### src/rtl/simmem_release_scheduler.sv
// Release scheduler for the simulated memory controller: per-slot delay countdown,
// same-ID age ordering, round-robin grant with lock. Optional macro SIMMEM_SCHED_STATS_EN.
module simmem_release_scheduler #(
  parameter int NumSlots     = 8,
  parameter int IDWidth      = 4,
  parameter int CounterWidth = 8
) (
  input  logic                          clk_i,
  input  logic                          rst_i,
  input  logic                          req_valid_i,
  output logic                          req_ready_o,
  input  logic [IDWidth-1:0]            req_id_i,
  input  logic [CounterWidth-1:0]       req_delay_i,
  output logic [$clog2(NumSlots)-1:0]   req_slot_o,
  output logic                          release_valid_o,
  input  logic                          release_ready_i,
  output logic [IDWidth-1:0]            release_id_o,
  output logic [NumSlots-1:0]           release_en_o,
  output logic [$clog2(NumSlots):0]     occupancy_o
`ifdef SIMMEM_SCHED_STATS_EN
  ,
  output logic [31:0]                   stat_releases_o,
  output logic [31:0]                   stat_stall_cycles_o
`endif
);

  localparam int SlotW = $clog2(NumSlots);
  localparam int OccW  = SlotW + 1;

  typedef enum logic [1:0] {SLOT_FREE, SLOT_COUNT, SLOT_READY} slot_state_t;

  slot_state_t             state_reg [NumSlots];
  slot_state_t             state_next [NumSlots];
  logic [CounterWidth-1:0] cnt_reg [NumSlots];
  logic [CounterWidth-1:0] cnt_next [NumSlots];
  logic [IDWidth-1:0]      id_reg [NumSlots];
  logic [IDWidth-1:0]      id_next [NumSlots];
  // older_reg[i][j] set means slot j was allocated before slot i and is still pending
  logic [NumSlots-1:0]     older_reg [NumSlots];
  logic [NumSlots-1:0]     older_next [NumSlots];
  logic [SlotW-1:0]        ptr_reg, ptr_next;
  logic                    lock_reg, lock_next;
  logic [SlotW-1:0]        lock_idx_reg, lock_idx_next;

  logic [NumSlots-1:0]                busy, ready_now, blocked, eligible;
  logic [NumSlots-1:0][NumSlots-1:0]  same_id;
  logic [SlotW-1:0]                   free_idx, arb_idx, cand, grant_idx;
  logic                               arb_found, accept, handshake;
  logic [NumSlots-1:0]                rel_mask;
  logic [OccW-1:0]                    occ;

  genvar gi, gj;
  generate
    for (gi = 0; gi < NumSlots; gi++) begin : g_slot
      assign busy[gi]      = (state_reg[gi] != SLOT_FREE);
      // A counting slot is releasable in the same cycle its counter reads zero
      assign ready_now[gi] = (state_reg[gi] == SLOT_READY) ||
                             ((state_reg[gi] == SLOT_COUNT) && (cnt_reg[gi] == '0));
      for (gj = 0; gj < NumSlots; gj++) begin : g_cmp
        assign same_id[gi][gj] = (id_reg[gi] == id_reg[gj]);
      end
      assign blocked[gi]  = |(older_reg[gi] & busy & same_id[gi]);
      assign eligible[gi] = ready_now[gi] && !blocked[gi];
    end
  endgenerate

  always_comb begin
    free_idx = '0;
    for (int i = NumSlots - 1; i >= 0; i--) begin
      if (!busy[i]) free_idx = SlotW'(i);
    end
    occ = '0;
    for (int i = 0; i < NumSlots; i++) begin
      occ = occ + OccW'(busy[i]);
    end
  end

  always_comb begin
    arb_found = 1'b0;
    arb_idx   = ptr_reg;
    cand      = ptr_reg;
    for (int k = 0; k < NumSlots; k++) begin
      cand = ptr_reg + SlotW'(k);
      if (!arb_found && eligible[cand]) begin
        arb_found = 1'b1;
        arb_idx   = cand;
      end
    end
  end

  assign grant_idx       = lock_reg ? lock_idx_reg : arb_idx;
  assign release_valid_o = lock_reg || arb_found;
  assign release_en_o    = release_valid_o ? (NumSlots'(1) << grant_idx) : '0;
  assign release_id_o    = release_valid_o ? id_reg[grant_idx] : '0;
  assign handshake       = release_valid_o && release_ready_i;
  assign rel_mask        = handshake ? release_en_o : '0;

  assign req_ready_o = !(&busy);
  assign req_slot_o  = free_idx;
  assign occupancy_o = occ;
  assign accept      = req_valid_i && req_ready_o;

  always_comb begin
    lock_next     = lock_reg;
    lock_idx_next = lock_idx_reg;
    ptr_next      = ptr_reg;
    if (release_valid_o && !release_ready_i) begin
      lock_next     = 1'b1;
      lock_idx_next = grant_idx;
    end else if (handshake) begin
      lock_next = 1'b0;
      ptr_next  = grant_idx + SlotW'(1);
    end
  end

  always_comb begin
    for (int i = 0; i < NumSlots; i++) begin
      state_next[i] = state_reg[i];
      cnt_next[i]   = cnt_reg[i];
      id_next[i]    = id_reg[i];
      older_next[i] = older_reg[i] & ~rel_mask;
      if (rel_mask[i]) begin
        state_next[i] = SLOT_FREE;
        older_next[i] = '0;
      end else begin
        case (state_reg[i])
          SLOT_FREE: begin
            if (accept && (free_idx == SlotW'(i))) begin
              state_next[i] = SLOT_COUNT;
              cnt_next[i]   = req_delay_i;
              id_next[i]    = req_id_i;
              older_next[i] = busy & ~rel_mask;
            end
          end
          SLOT_COUNT: begin
            if (cnt_reg[i] == '0) state_next[i] = SLOT_READY;
            else                  cnt_next[i]   = cnt_reg[i] - CounterWidth'(1);
          end
          default: ;
        endcase
      end
    end
  end

  always_ff @(posedge clk_i) begin
    if (rst_i) begin
      for (int i = 0; i < NumSlots; i++) begin
        state_reg[i] <= SLOT_FREE;
        cnt_reg[i]   <= '0;
        id_reg[i]    <= '0;
        older_reg[i] <= '0;
      end
      ptr_reg      <= '0;
      lock_reg     <= 1'b0;
      lock_idx_reg <= '0;
    end else begin
      for (int i = 0; i < NumSlots; i++) begin
        state_reg[i] <= state_next[i];
        cnt_reg[i]   <= cnt_next[i];
        id_reg[i]    <= id_next[i];
        older_reg[i] <= older_next[i];
      end
      ptr_reg      <= ptr_next;
      lock_reg     <= lock_next;
      lock_idx_reg <= lock_idx_next;
    end
  end

`ifdef SIMMEM_SCHED_STATS_EN
  logic [31:0] releases_reg, stall_reg;

  always_ff @(posedge clk_i) begin
    if (rst_i) begin
      releases_reg <= '0;
      stall_reg    <= '0;
    end else begin
      if (handshake && (releases_reg != 32'hFFFF_FFFF))
        releases_reg <= releases_reg + 32'd1;
      if (release_valid_o && !release_ready_i && (stall_reg != 32'hFFFF_FFFF))
        stall_reg <= stall_reg + 32'd1;
    end
  end

  assign stat_releases_o     = releases_reg;
  assign stat_stall_cycles_o = stall_reg;
`else
  // Statistics counters are not built in this configuration.
`endif

endmodule

### config.mk
export PLATFORM = sky130hd
export DESIGN_NAME = simmem_release_scheduler
export DESIGN_NICKNAME = d
export VERILOG_FILES = /design/src/rtl/simmem_release_scheduler.sv
export SDC_FILE = /design/constraint.sdc
export NUM_CORES = 1
export LEC_CHECK = 0
export BUFFER_PORTS_ARGS = -buffer_cell sky130_fd_sc_hd__buf_2
export CAP_MARGIN = 20
export CORE_UTILIZATION = 45
export DETAILED_ROUTE_END_ITERATION = 6
export PLACE_DENSITY = 0.63
export SKIP_LAST_GASP = 1
export SLEW_MARGIN = 40
export SYNTH_ARGS = -nofsm -noshare
export SYNTH_HDL_FRONTEND = slang
export SYNTH_SLANG_ARGS = --single-unit
### constraint.sdc
create_clock -name clk_i -period 6.6 [get_ports clk_i]
set_input_delay 0.33 -clock clk_i [delete_from_list [all_inputs] [get_ports clk_i]]
set_output_delay 0.33 -clock clk_i [all_outputs]
set_load 0.01 [all_outputs]
# Word level (Yosys, flattened, before mapping)
# Memories as Yosys holds them, arrays and structs flattened.
# Index checks and enable logic that the tools add are counted.
# word_totals
register_bits	7
ramBits	176
in_bits	16
output_inout_bits	21
wordCells	465
memories	4
# op_classes
add_sub_neg	23
n_lt_le_gt_ge	8
n_eq_ne	79
n_shift	1
mux	192
bitwise_logic	59
n_reduce_logical	96
# mem_list
memory	depth	word_bits	read_ports	rd_clocked_by_memory_dff	write_ports	line	text
cnt_reg	8	8	8	0	8	34	logic [CounterWidth-1:0] cnt_reg [NumSlots];
older_reg	8	8	8	0	8	39	logic [NumSlots-1:0] older_reg [NumSlots];
id_reg	8	4	9	0	8	36	logic [IDWidth-1:0] id_reg [NumSlots];
state_reg	8	2	8	0	8	32	slot_state_t state_reg [NumSlots];
# op_table
operator	n
2-to-1 mux 8 bit	66
equality test 4 bit	56
AND 8 bit	25
2-to-1 mux 4 bit	33
case mux 8 bit (2 select lines)	8
zero test 8 bit	8
2-to-1 mux 2 bit	32
OR reduction 8 bit	8
subtractor 8 x 1 -> 8 bit (second input constant)	8
2-to-1 mux 3 bit	16
logical AND 1 bit	34
< comparator 3 x 4 -> 1 bit (second input constant)	8
bitwise OR 1 bit	32
case mux 2 bit (2 select lines)	8
binary-select mux 1 bit (select 3 bit)	8
2-to-1 mux 1 bit	21
nonzero test 2 bit	9
zero test 1 bit	17
adder 4 x 1 -> 4 bit	4
equality test 2 x 1 -> 1 bit (second input constant)	8
equality test 2 bit (second input constant)	8
zero test 2 bit	8
adder 3 bit (second input constant)	4
equality test 3 bit (second input constant)	4
other kinds (14)	25

# Depth between registers and ports, before layout
# Gate-level depths: netlist of the first run.
# An unclocked memory read counts as a cell.
# depth
depth_word	41
mapped_depth	25
depth_no_buf	20

# Worst setup path after synthesis of the first run
# Ideal clock, no wire load.
# synth_path
path_type	reg-to-reg
start	reg ptr_reg[0]
end	mem older_reg[0][3]
arrival_ns	5.241
t_required_ns	6.488
slack_ns	1.247
stages_incl_launch_ff	21
path_buffers	7
synth_period_minus_slack_ns	5.353
cell_sequence	dfxtp_1 -> clkbuf_1 -> clkinv_1 -> clkbuf_1 -> ha_1 -> clkbuf_1 -> o21ai_0 -> mux4_2 -> o32ai_2 -> buf_4 -> nand2_1 -> nor4b_2 -> a311oi_4 -> buf_4 -> or2_2 -> ha_1 -> and2_1 -> buf_2 -> or2_1 -> clkbuf_1 -> a2111oi_1
# synth_lines
item	line	text
from (decl)	41	logic [SlotW-1:0] ptr_reg, ptr_next;
from (signal assigned)	163	ptr_reg <= ptr_next;
to (decl)	39	

==> impl_metrics.toml, run 1 <==
[run_status]
status = "finished clean"

[finish]
stdcell_count = 1911
fin_nets = 1605
layout-drive-gt1-share = 0.121
ff_latch_area_um2 = 3660
fillers = 2635
design_area_um2 = 13400
multiInputGateArea_um2 = 8120
syn_to_final_growth_pct = 7.50
diodes = 0

[route]
post_drt_wl_per_cell_um = 20.9
drc = 0
ant_nets = 0
post_drt_via_cell_ratio = 6.24
drt_iter0_drc = 1515
routed_wl_mm = 39.9
drt_pre_antenna_iters = 6
via_count = 11900

[sta]
finalSetupTns_ns = 0
setup_violations = 0
timing.final.ws_setup_ns = 0.342
clock.fmax_ghz = 0.160
rsz0062_at_grt = "no"
min_period_ns = 6.26
tightest_slew_ns = 0.838
timing.final.crit_share = 0.948
finalMaxSlewViolations = 0
hold_viol = 0
skew_ns = 0.0132
slew-limit-headroom = 0.440

[synthesis]
synth-xor-area-share = 0.0808
synthFlopType = "dfxtp_1"
ys_ff_latch = 183
synth_top_cell_area_share = 0.294
synthTopCellsByArea = "dfxtp_1 (29%), nor2_1 (5.5%), xor2_1 (5.1%)"
synth_cells = 1589
yosysTopAreaCell = "dfxtp_1"
ys_top_cells_by_count = "dfxtp_1 (183), nor2_1 (182), nand2_1 (121), a21oi_1 (117), o21ai_0 (92)"
synthMuxAreaShare = 0.0527
synth-edff-count = 0
syn_avg_cell_area_um2 = 7.84
synth.net_count = 1637
synth_compound_area_frac = 0.231
async_reset_ff_frac = 0
ys_warn_count = 0
synth-simple-area-share = 0.248
synth-seq-area-share = 0.294
synth_top_family_by_area = "simple AND/OR/NAND/NOR gates"
netlist_area_um2 = 12500
yosysUniqueCellTypes = 105
synth_adder_area_share = 0.0345
synth_most_common_cell = "dfxtp_1"

[pwr]
power_mw = 4.97
power_density_nw_per_um2 = 371
ir_drop_mv = 0.203
p_leak_nw = 5.43

[grt]
antenna_found_initial = 0
grt_util_all_layers = 0.284
grt_overflow_total = 0
grt_pass1_wl_mm = 62.9
grt_pass1_vias = 11100
grt_start_max_net_pins = 60

[critical_path]
end_kind = "primary output"
critPathKind = "flip-flop to primary output"
critPathBufInv = 4
cp.arrival_ns = 5.93
crit_chain = "nor2_2 > clkinv_1 > nand2_1 > o22ai_1 > nor4_2 > or2b_1 > o21ai_0 > mux4_2 > o32ai_2 > buf_4 > a31oi_1 > mux2i_1 > o311ai_4 > inv_6 > mux2_2 > a22o_1 > a221o_1 > buf_2"
crit_fanout = 13
crit_required_ns = 6.27
crit_path_start_kind = "flip-flop"
critical-path-max-stage-delay_ns = 0.49
crit_slowest_cell = "o21ai_0"
cp_top_family = "compound AO/OA/AOI/OAI gates"

[die]
die-area_um2 = 28400
die_w_um = 168
die_y_um = 168
start_util = 0.461
rows = 60
io_pins = 37
core_area_um2 = 27000

[placed_design]
place_area_um2 = 12800
gp_congestion = 1.02
portBuffers = 36
place_inst = 1879
place_ws_ns = 0.538
dp_hpwl_mm = 28.4

[clock_tree]
htreeDepth = 4
cts_made_buffers = 17
cts_tree = "done"
cts_root_buf = "clkbuf_16"
ctsLongestPathBuffers = 2
insertion_delay_ns = 0.44
postCtsHoldBufs = 0
clkTransAtPathRegs_ns = 0.07
cts_sinks = 183

[flow_run]
drv_cap = 0

[min_path]
hp-class = "input port to flip-flop"
-- power by group --
part / leakage (nW) / total [mW] / switching, mW / internal, mW
logic: 3.66 / 2.51 / 1.69 / 0.821
clock network: 0.286 / 1.05 / 0.493 / 0.556
registers: 1.48 / 1.41 / 0.190 / 1.22
total: 5.43 / 4.97 / 2.38 / 2.59
-- path summary, 6_finish.rpt --
check | from | end | slack [ns] | cells past startpoint
worst max-delay path | state_reg[0][2] | release_id_o[0] | 0.34 | 18
worst max register to register | state_reg[0][2] | older_reg[0][31] | 0.47 | 18
worst min register to register | older_reg[0][0] | older_reg[0][0] | 0.43 | 2
worst min-delay path | release_ready_i | lock_reg | 0.19 | 2
-- layout make-up --
| cell class | count | share of cell area |
|---|---|---|
| clock buffer | 20 | 0.0341 |
| clock inverter | 12 | 0.0101 |
| inverter | 52 | 0.0149 |
| timing repair buffer | 65 | 0.0299 |
| tap | 341 | 0.0318 |
| multi-input combinational | 1238 | 0.606 |
| sequential | 183 | 0.273 |
-- through the flow --
step / util / hold slack (ns)
after CTS: 0.495 / 0.165
after global placement: 0.472 / 0.418
after detailed placement: 0.473 / 0.421
final: 0.496 / 0.186
after global routing: 0.496 / 0.185
after floorplan: - / 0.409
-- cell usage in the layout, fill, tap and decap left out, types with 9 or more instances in the layout --
cell	netlist	layout
ha_1	28	28
nand2_1	121	121
a21oi_1	117	115
nor3_1	73	72
clkbuf_16	0	17
a21o_1	13	13
o21ai_0	92	92
o22ai_1	9	9
o21ai_1	12	12
nor4_2	4	9
mux2i_1	36	36
a22oi_1	12	12
buf_4	5	30
a31oi_1	12	12
nand4_1	16	16
buf_2	47	35
inv_1	43	43
and3_1	20	20
dfxtp_1	183	183
nor4_1	31	26
nand2b_1	22	22
a211oi_1	10	10
xor2_1	72	72
xnor2_1	43	43
and2_1	17	17
mux2_2	12	12
nand3_1	50	50
nor3b_1	9	9
nor2b_1	24	24
nor2_1	182	181
-- metal layers --
layer / track usage / up-vias / share of wire
met5: 0 / - / 0
li1: - / 5634 / -
met3: 0.0505 / 87 / 0.082
met1: 0.393 / 5656 / 0.44
met2: 0.435 / 553 / 0.44
met4: 0.117 / 0 / 0.034
-- kinds of logic (layout without fill, tap and decap cells) --
group | count (synthesis) | count (layout)
flops | 183 | 183
mux | 55 | 55
compound gates | 419 | 419
buf+inv | 168 | 149
xor+xnor | 115 | 115
fa+ha+maj | 32 | 32
simple gates | 617 | 617
-- worst reg2reg max path, stage by stage, from the launching register on --
cell and delay [ns]:
dfxtp_1 0.44, nor2_2 0.30, clkinv_1 0.43, nand2_1 0.21, o22ai_1 0.10, nor4_2 0.47
or2b_1 0.31, o21ai_0 0.49, mux4_2 0.39, o32ai_2 0.09, buf_4 0.21, a31oi_1 0.27
mux2i_1 0.34, o311ai_4 0.26, ha_1 0.29, ha_1 0.25, and2_1 0.27, or2_2 0.47
a2111oi_0 0.41
-- repair_timing --
item,4_1_cts,5_1_grt
hold endpoints to repair,0,0
buffers inserted,0,0
setup endpoints to repair,0,8
resized for setup,0,4
Note: power is estimated with default switching activity, not from simulation.
==> inputs of run 2 (changes only) <==
Settings changed: RECOVER_POWER from default to 25.
==> impl_metrics.toml, run 2 (synthesis gave the netlist of run 1 again) <==
[run_status]
status = "finished clean"

[grt]
grt_pass1_vias = 11100
grt_pass1_wl_mm = 62.9
grt_overflow_total = 0
grt_start_max_net_pins = 60
grt_util_all_layers = 0.284
antenna_found_initial = 0

[pwr]
ir_drop_mv = 0.205
p_leak_nw = 5.39
seqPwrFrac = 0.284
switching_share = 0.479
netSwitchingPower_mw = 2.37
internal-power_mw = 2.57
power_density_nw_per_um2 = 370
pwr-share-clk = 0.213
pwr-share-comb = 0.503

[sta]
clock.fmax_ghz = 0.158
setup_violations = 0
timing.final.crit_share = 0.961
skew_ns = 0.0123
finalMaxSlewViolations = 0
hold_viol = 0
tightest_slew_ns = 1.12
finalSetupTns_ns = 0
rsz0062_at_grt = "no"
timing.final.ws_setup_ns = 0.256
slew-limit-headroom = 0.244
min_period_ns = 6.34

[critical_path]
crit_required_ns = 6.91
crit_fanout = 12
end_kind = "flip-flop"
rr_worst_depth = 16
cp.arrival_ns = 6.65
crit_path_start_kind = "flip-flop"
critPathKind = "flip-flop to flip-flop"

[finish]
fillers = 2646
diodes = 0
layout-drive-gt1-share = 0.111
fin_nets = 1605
ff_latch_area_um2 = 3660
syn_to_final_growth_pct = 7.03
multiInputGateArea_um2 = 8080
final_common_cell = "dfxtp_1"
mostFrequentLayoutCells = "dfxtp_1 (183), nor2_1 (181), nand2_1 (121), a21oi_1 (115), o21ai_0 (95)"

[die]
die_w_um = 168
rows = 60
io_pins = 37
core_area_um2 = 27000
die-area_um2 = 28400
die_y_um = 168
start_util = 0.461

[flow_run]
drv_cap = 0

[route]
drc = 0
via_count = 11900
drt_iter0_drc = 1534
post_drt_via_cell_ratio = 6.25
routed_wl_mm = 40.0
drt_pre_antenna_iters = 6
post_drt_wl_per_cell_um = 20.9
ant_nets = 0

[clock_tree]
postCtsHoldBufs = 0
ctsLongestPathBuffers = 2
clkTransAtPathRegs_ns = 0.07
cts_made_buffers = 17
insertion_delay_ns = 0.44
cts_tree = "done"
htreeDepth = 4
cts_root_buf = "clkbuf_16"
post_cts_buffers = 0
cts_sinks = 183

[placed_design]
dp_hpwl_mm = 28.4
gp_congestion = 1.02
portBuffers = 36
place_ws_ns = 0.538

[min_path]
holdPathStages = 2
hp-class = "input port to flip-flop"
## run 2: cell count changes in the layout (fill, tap and decap cells not counted), sizes merged
cell and change:
buf -9, clkbuf +9
## run 2: power groups by stage
stage / Clock (mW) / Combinational [mW] / Sequential (mW)
after floorplan: 0 / 1.84 / 1.31
after global placement: 0 / 2.42 / 1.42
after detailed placement: 0 / 2.43 / 1.42
after CTS: 1.06 / 2.45 / 1.40
after global routing: 1.11 / 2.69 / 1.42
final: 1.05 / 2.48 / 1.41
## run 2: area by class of cell
type / count / area share
Clock buffer: 20 / 0.0342
Clock inverter: 12 / 0.0101
Inverter: 52 / 0.0150
Multi-Input combinational cell: 1238 / 0.605
Sequential cell: 183 / 0.275
Tap cell: 341 / 0.0320
Timing Repair Buffer: 65 / 0.0286
## run 2: worst paths after layout
path | startpoint | end | slack [ns]
worst max-delay path | id_reg[1][1] | id_reg[5][2] | 0.26
worst min-delay path | release_ready_i | lock_reg | 0.17
worst max register to register | id_reg[1][1] | id_reg[5][2] | 0.26
worst min register to register | older_reg[0][0] | older_reg[0][0] | 0.43
## run 2: worst max-delay path, stage by stage, from the launching register on
cell	delay (ns)
dfxtp_1	0.74
xor2_1	0.15
nor4_1	0.62
nand3_1	0.22
and4_1	0.19
nand4_1	0.30
mux2i_1	0.23
mux4_2	0.53
o32ai_1	0.29
buf_4	0.24
nand3_4	0.15
o311ai_4	0.54
ha_1	0.38
nand3_1	0.31
o21ai_0	0.98
mux2i_1	0.27
nor2_1	0.05
## run 2: repair_timing
item,CTS,global route
hold endpoints to repair,0,0
gates resized for setup,0,4
setup endpoints to repair,0,8
## run 2: per-stage QoR
stage | instances | power (mW) | instance area [um^2] | hold WS (ns) | utilization
final | 1911 | 4.94 | 13300 | 0.171 | 0.494
after global routing | 1911 | 5.23 | 13300 | 0.176 | 0.494
after CTS | 1911 | 4.91 | 13400 | 0.165 | 0.495
after detailed placement | 1879 | 3.86 | 12800 | 0.421 | 0.473
after global placement | 1879 | 3.84 | 12800 | 0.418 | 0.472
after floorplan | 1589 | 3.14 | 12500 | 0.409 | -
## run 2: layer usage
metal,vias to the layer above,wire length (um),global-route usage
li1,5650,-,-
met1,5659,17800,0.393
met2,546,17600,0.435
met3,90,3190,0.0505
met4,0,1430,0.117
met5,-,0,0
